## src/rtl/sipo_rx_pkg.sv

```systemverilog
`default_nettype none
// ============================================================================
// Module      : sipo_rx_pkg
// Description : Shared constants and FSM state type for the SIPO frame receiver.
// Revision    : 1.0 - initial release
// ============================================================================
package sipo_rx_pkg;

    localparam int FRAME_W  = 75;
    localparam int NUM_ROWS = 4;
    localparam int ROW_W    = 3;

    typedef enum logic [0:0] {
        IDLE  = 1'b0,
        SHIFT = 1'b1
    } state_t;

endpackage
`default_nettype wire

```

## src/rtl/sipo_shift_core.sv

```systemverilog
`default_nettype none
// ============================================================================
// Module      : sipo_shift_core
// Description : MSB-first shift register and bit counter; flags the final bit.
// Revision    : 1.0 - initial release
// ============================================================================
module sipo_shift_core
    import sipo_rx_pkg::*;
#(
    parameter int WIDTH = FRAME_W
) (
    input  logic             clk,
    input  logic             rst_n,
    input  logic             start,
    input  logic             shift,
    input  logic             din,
    output logic [WIDTH-1:0] word,
    output logic             done
);

    localparam int CNT_W = $clog2(WIDTH + 1);

    // Only WIDTH-1 bits are stored; the incoming bit completes the word.
    logic [WIDTH-2:0] r_shift_reg;
    logic [CNT_W-1:0] r_cnt;

    assign word = {r_shift_reg, din};
    assign done = shift && (r_cnt == CNT_W'(WIDTH - 1));

    always_ff @(posedge clk or negedge rst_n) begin
        if (!rst_n) begin
            r_shift_reg <= '0;
            r_cnt       <= '0;
        end else if (start) begin
            r_shift_reg <= word[WIDTH-2:0];
            r_cnt       <= CNT_W'(1);
        end else if (shift) begin
            r_shift_reg <= word[WIDTH-2:0];
            r_cnt       <= done ? '0 : r_cnt + CNT_W'(1);
        end
    end

endmodule
`default_nettype wire

```

## src/rtl/sipo_rx.sv

```systemverilog
`default_nettype none
// ============================================================================
// Module      : sipo_rx
// Description : Serial-in parallel-out frame receiver with valid/ready output,
//               row tracking, framing-error and overrun flags.
// Revision    : 1.0 - initial release
// ============================================================================
module sipo_rx
    import sipo_rx_pkg::*;
#(
    parameter int WIDTH = FRAME_W,
    parameter int ROWS  = NUM_ROWS
) (
    input  logic             clk,
    input  logic             rst_n,
    input  logic             en,
    input  logic             din,
    input  logic             sof,
    output logic [WIDTH-1:0] dout,
    output logic             dout_valid,
    input  logic             dout_ready,
    output logic [ROW_W-1:0] row,
    output logic             frame_err,
    output logic             overrun
);

    state_t           r_state;
    logic             w_start;
    logic             w_shift;
    logic             w_done;
    logic [WIDTH-1:0] w_word;
    logic [ROW_W-1:0] w_row_next;

    // A strobed sof always restarts the frame, whatever the current state.
    assign w_start    = en & sof;
    assign w_shift    = en & ~sof & (r_state == SHIFT);
    assign w_row_next = ((row == ROW_W'(ROWS)) || (row == '0)) ? ROW_W'(1)
                                                                : row + ROW_W'(1);

    sipo_shift_core #(
        .WIDTH (WIDTH)
    ) u_core (
        .clk   (clk),
        .rst_n (rst_n),
        .start (w_start),
        .shift (w_shift),
        .din   (din),
        .word  (w_word),
        .done  (w_done)
    );

    always_ff @(posedge clk or negedge rst_n) begin
        if (!rst_n) begin
            r_state    <= IDLE;
            dout       <= '0;
            dout_valid <= 1'b0;
            row        <= '0;
            frame_err  <= 1'b0;
            overrun    <= 1'b0;
        end else begin
            frame_err <= 1'b0;
            overrun   <= 1'b0;

            case (r_state)
                IDLE: begin
                    if (w_start) r_state <= SHIFT;
                end
                SHIFT: begin
                    if (w_start)     frame_err <= 1'b1;
                    else if (w_done) r_state   <= IDLE;
                end
            endcase

            if (w_done) begin
                // Load only if the held word is gone or leaves this same cycle.
                if (!dout_valid || dout_ready) begin
                    dout       <= w_word;
                    dout_valid <= 1'b1;
                    row        <= w_row_next;
                end else begin
                    overrun <= 1'b1;
                end
            end else if (dout_valid && dout_ready) begin
                dout_valid <= 1'b0;
            end
        end
    end

endmodule
`default_nettype wire
```

## config.mk

```make
export PLATFORM = sky130hd
export DESIGN_NAME = sipo_rx
export DESIGN_NICKNAME = d
export VERILOG_FILES = /design/src/rtl/sipo_rx_pkg.sv /design/src/rtl/sipo_shift_core.sv /design/src/rtl/sipo_rx.sv
export SDC_FILE = /design/constraint.sdc
export NUM_CORES = 1
export LEC_CHECK = 0
export CORE_MARGIN = 1
export CORE_UTILIZATION = 54
export DETAILED_ROUTE_END_ITERATION = 7
export HOLD_SLACK_MARGIN = 0.05
export PLACE_DENSITY_LB_ADDON = 0.3
export SLEW_MARGIN = 5
export SYNTH_ARGS = -nofsm -noshare
export SYNTH_HDL_FRONTEND = slang
export SYNTH_SLANG_ARGS = --single-unit
export TNS_END_PERCENT = 10
```

## constraint.sdc

```tcl
create_clock -name clk -period 2.4 [get_ports clk]
set_input_delay 0.24 -clock clk [delete_from_list [all_inputs] [get_ports clk]]
set_output_delay 0.24 -clock clk [all_outputs]
set_load 0.02 [all_outputs]
```

# [Yosys cells after proc, flatten, opt, wreduce, memory -nomap -nowiden]
# Index checks and enable logic that the tools add are counted.
[op_classes] addsub=2 n_eq_ne=3 mux=16 bitwise=5 n_reduce_logical=10
[op_table] op="74-bit two-way mux" n=2
[op_table] op="7-bit two-way mux" n=3
[op_table] op="1-bit two-way mux" n=9
[op_table] op="7-bit by 1-bit adder with 7-bit output, second input constant" n=1
[op_table] op="7-bit equality test, second input constant" n=1
[op_table] op="2-bit AND reduction" n=2
[op_table] op="2-bit nonzero test" n=2
[op_table] op="3-bit by 1-bit adder with 3-bit output, second input constant" n=1
[op_table] op="1-bit bitwise AND" n=3
[op_table] op="3-bit equality test, second input constant" n=1
[op_table] op="3-bit zero test" n=1
[op_table] op="3-bit two-way mux" n=1
[op_table] op="1-bit logical AND" n=2
[op_table] op="1-bit logical OR" n=2
[op_table] op="2-bit inequality test, second input constant" n=1
[op_table] op="1-bit NOT" n=2
[op_table] op="1-bit one-hot mux with 2 select lines" n=1
[op_table] op="1-bit zero test" n=1
[word_totals] register_bits=163 input_bits=6 output_inout_bits=81 word_cells=44

# [Longest topological paths before layout]
[depth] ltp_word=7 depth_mapped=7 depth_no_buf=6

# [By module]
# Synthesis repeated with hierarchy kept, for this count alone.
[hier_totals] cells_unflattened=389 area_unflattened_um2=6372.4
[modules_own_cells] module="sipo_rx" instances=1 cells_per_inst=191 area_each_um2=3186.8 seq_area_each_um2=2052.0
[modules_own_cells] module="sipo_shift_core" instances=1 cells_per_inst=198 area_each_um2=3185.6 seq_area_each_um2=2026.9

# [Worst setup path before layout]
# OpenSTA, ideal clock, no wires.
[synth_timing] path_type="register to register" startpoint="reg u_core.r_cnt[0]" endpoint="reg dout[28]" setup_ns=0.128 t_arrival_ns=1.616 t_required_ns=2.272 path_slack_ns=0.656 stages_incl_launch_ff=7 path_buffers=1 period_less_slack_ns=1.744 cell_sequence="dfrtp_1 > inv_1 > ha_1 > nor2b_1 > nand4_4 > buf_2 > mux2_1"
[synth_between] elab_chain_cells=3
[synth_rtl] element="start: declaration" line="sipo_shift_core.sv:25" source="logic [CNT_W-1:0] r_cnt;"
[synth_rtl] element="start signal: assignment" line="sipo_shift_core.sv:39" source="r_cnt <= done ? '0 : r_cnt + CNT_W'(1);"
[synth_rtl] element="7-bit equality test" line="sipo_shift_core.sv:28" source="assign done = shift && (r_cnt == CNT_W'(WIDTH - 1));"
[synth_rtl] element="1-bit logical AND" line="sipo_shift_core.sv:28"
[synth_rtl] element="2-bit AND reduction (no source line)"
[synth_rtl] element="end signal: assignment" line="sipo_rx.sv:77" source="dout <= w_word;"
[synth_rtl] element="end: declaration" line="sipo_rx.sv:19" source="output logic [WIDTH-1:0] dout,"
# No other way between the ends.
# A chain may end at the register's enable or synchronous reset.

# [Final worst setup path]
[layout_timing] startpoint="reg u_core.r_cnt[0]" endpoint="reg dout[0]"
# The elaborated chain is that of the path after synthesis.

==> reports/results.tsv <==
stage	metric	value	unit
run_status	run_status	completed	
setup_path	crit_path_end_kind	flip-flop	
setup_path	critical_path_buf_inv_count	2	
cts	cts.repair.resized	0	
finish	area.growth.synth_to_final	25.85	%
power_and_ir_drop	cellPowerDensity	744.5	nW/um^2
finish	final_layout_size_suffix_gt1_share	7.858	%
grt	antenna_found_initial	0	
route	wl_per_cell	14.37	um
floorplanning	initial_core_utilization	55.25	%
grt	grt-ovfl-total	0	
sta	setup_ws	347.8	ps
sta	final_max_slew_viol_count	0	
placement	placement.setup.worst_slack	212.6	ps
logic_synthesis	syn_nets	555	
sta	timing.slew.headroom	53.84	%
setup_path	cp_slowest_cell	sky130_fd_sc_hd__buf_4	
logic_synthesis	synth_seq_area_share	64.93	%
power_and_ir_drop	static_leakage	4.181	nW
route	detail_route.iter0.violations	182	
floorplanning	dieWidth	109.9	um
route	num_vias	4012	
finish	final_nets	646	
finish	largest_register_ffs	75	
sta	grt_setup_unrepaired	no	
logic_synthesis	ys.warnings.count	0	
placement	gpl_congestion	0.7240	
logic_synthesis	synth_area_per_cell	11.53	sq um
cts	ctsRootBufferMaster	sky130_fd_sc_hd__clkbuf_16	
setup_path	crit_path_max_fanout	51	
route	drcViolationCount	0	
sta	final_min_period_over_clock_period	85.51	%
setup_path	setup.worst_path.class	flip-flop to flip-flop	
logic_synthesis	synth_area	6282	sq um
route	detailedRoute.firstPassIterationCount	4	
setup_path	cp_top_family	buffers and inverters	
floorplanning	die-area	12070	sq um
placement	io_buffers	86	
route	drt.antenna.violating_nets	0	
cts	clock_path_buffers	2	
cts	clkSlewWorstSetupHoldPaths	60	ps
sta	max_slew.worst_pin.slew	692.4	ps
finish	postLayoutCoreUtil	69.54	%
sta	finalClockSkew	16.49	ps
logic_synthesis	synth_edf_count	0	
route	wirelength	11380	um
sta	final_hold_viol_count	0	
placement	placed_cells	759	
logic_synthesis	synth_register_bits	163	
finish	antennaDiodeCount	0	
floorplanning	io_pins	87	
setup_path	critPathArrivalTime	2340	ps
logic_synthesis	yosys.cell_types.count	30	
floorplanning	die_h	109.9	um
hold_path	hp-class	primary input to async pin	
floorplanning	core_area	11370	sq um
logic_synthesis	async_flop_share	100.0	%
setup_path	worstPathRequired	2690	ps
power_and_ir_drop	vdd_drop_max	0.5635	mV
setup_path	crit_path_start_kind	flip-flop	
finish	fin_cells	792	
finish	fill_cells	839	
floorplanning	num_rows	39	
grt	vias_in_the_first_global_route	4034	
cts	cts.sink_count	163	
route	via_per_inst	5.066	
setup_path	timing.critical_path.slowest_cell_delay	570	ps
grt	global_route_wire_length_before_repair	19120	um
cts	worstSkewPairLatency	420	ps
cts	clock_tree.htree_level_count	4	
sta	finalWorstPathRequiredPeriod	2052	ps
cts	cts-buffers-inserted	17	
sta	fmax	487.3	MHz
cts	tritoncts	yes	
grt	track_usage	21.13	%
logic_synthesis	postSynth.topFlopCell	sky130_fd_sc_hd__dfrtp_1	
sta	final.setup.tns	0	ps
sta	finalSetupViolations	0	
flow_run	timing.max_cap.violations	0	
logic_synthesis	synthCells	545	
grt	largest_net_degree_at_the_start_of_global_routing	66	
setup_path	cells_along_the_critical_path	inv_1 > ha_1 > nor2b_1 > nand4_4 > buf_4 > mux2_1	
placement	dp_hpwl	7187	um
## power breakdown
group          leakage (nW)  switching [mW]  internal, mW  total, mW
sequential             2.25          0.0799          2.85       2.93
clock                 0.287            1.06          1.65       2.72
combinational          1.65           0.165        0.0799      0.245
## layout by cell type (no fill, tap or decap), drive strengths merged, types with 2 or more instances in the layout
master / count
dfrtp: 163
nand3: 2
a31oi: 3
mux2: 75
clkinv: 7
clkdlybuf4s50: 85
bufinv: 3
clkinvlp: 4
inv: 4
ha: 4
a22o: 2
a41oi: 2
nand2: 234
xnor2: 2
and3: 3
nor2: 3
clkbuf: 18
o21ai: 7
a21oi: 2
nand2b: 3
buf: 13
## path summary, 6_finish.rpt
path	startpoint	to	slack, ps	depth (start not counted)
worst max-delay path	u_core.r_cnt[0]$_DFFE_PN0P_	dout[0]$_DFFE_PN0P_	350	6
worst min-delay path	rst_n	dout[68]$_DFFE_PN0P_	300	2
worst max register to register	u_core.r_cnt[0]$_DFFE_PN0P_	dout[0]$_DFFE_PN0P_	350	6
worst min register to register	u_core.r_shift_reg[51]$_DFFE_PN0P_	u_core.r_shift_reg[52]$_DFFE_PN0P_	480	2
max in group asynchronous	rst_n	u_core.r_cnt[5]$_DFFE_PN0P_	1330	3
min in group clk	din	u_core.r_shift_reg[0]$_DFFE_PN0P_	410	3
## layout make-up
cell class	count	area [sq um]	share of cell area [%]
sequential	163	4079	51.59
multi-input combinational	351	2044	25.86
timing repair buffer	99	987.2	12.49
clock buffer	18	439.2	5.555
tap	143	178.9	2.263
clock inverter	14	162.7	2.057
inverter	4	15.01	0.1899
## per-layer routing
metal | vias up | part of all wire [%] | GRT usage, %
li1 | 1936 | - | -
met1 | 1978 | 46 | 27.06
met2 | 85 | 48 | 33.30
met3 | 13 | 4.6 | 6.106
met4 | 0 | 1.5 | 9.714
met5 | - | 0 | 0
## worst reg2reg max path, delay by kind of cell (launching register included)
| kind | cells | cell delay, ps |
|---|---|---|
| fa+ha+maj | 1 | 190 |
| buf+inv | 2 | 650 |
| flops | 1 | 400 |
| mux | 1 | 410 |
| simple gates | 2 | 280 |
## synthesized netlist by cell type, drive strengths merged (3+ instances only)
cell / number / area share (%)
nand2b: 3 / 0.30
mux2: 75 / 13
nand2: 234 / 14
a31oi: 3 / 0.30
dfrtp: 163 / 65
inv: 4 / 0.24
o21ai: 7 / 0.56
ha: 4 / 0.80
and3: 3 / 0.30
clkbuf: 17 / 1.0
buf: 10 / 1.5
nor2: 3 / 0.18
## stage by stage
| step | area [sq um] | hold slack [ps] | power [mW] |
|---|---|---|---|
| 2_1_floorplan | 6282 | -55.59 | 3.085 |
| 3_3_place_gp | 7295 | 172.4 | 3.204 |
| 3_5_place_dp | 7295 | 182.7 | 3.221 |
| 4_1_cts | 7906 | 307.2 | 5.953 |
| 5_1_grt | 7906 | 336.7 | 6.109 |
| 6_report | 7906 | 300.3 | 5.886 |
## cells by family after synthesis
kind of cell	after synthesis	share of synthesized area, %
AO/OA/AOI/OAI	19	1.952
XOR/XNOR	2	0.2789
adder cells (fa/ha/maj)	4	0.7967
buffers and inverters	31	2.728
flip-flops	163	64.93
multiplexers	75	13.44
AND/OR/NAND/NOR	251	15.87
## timing repair
| item | 4_1_cts | 5_1_grt |
|---|---|---|
| endpoints found under the hold margin | 39 | 0 |
| setup buffers | 0 | 0 |
| hold buffers | 1 | 0 |
Power figures use the tool's default switching activity.
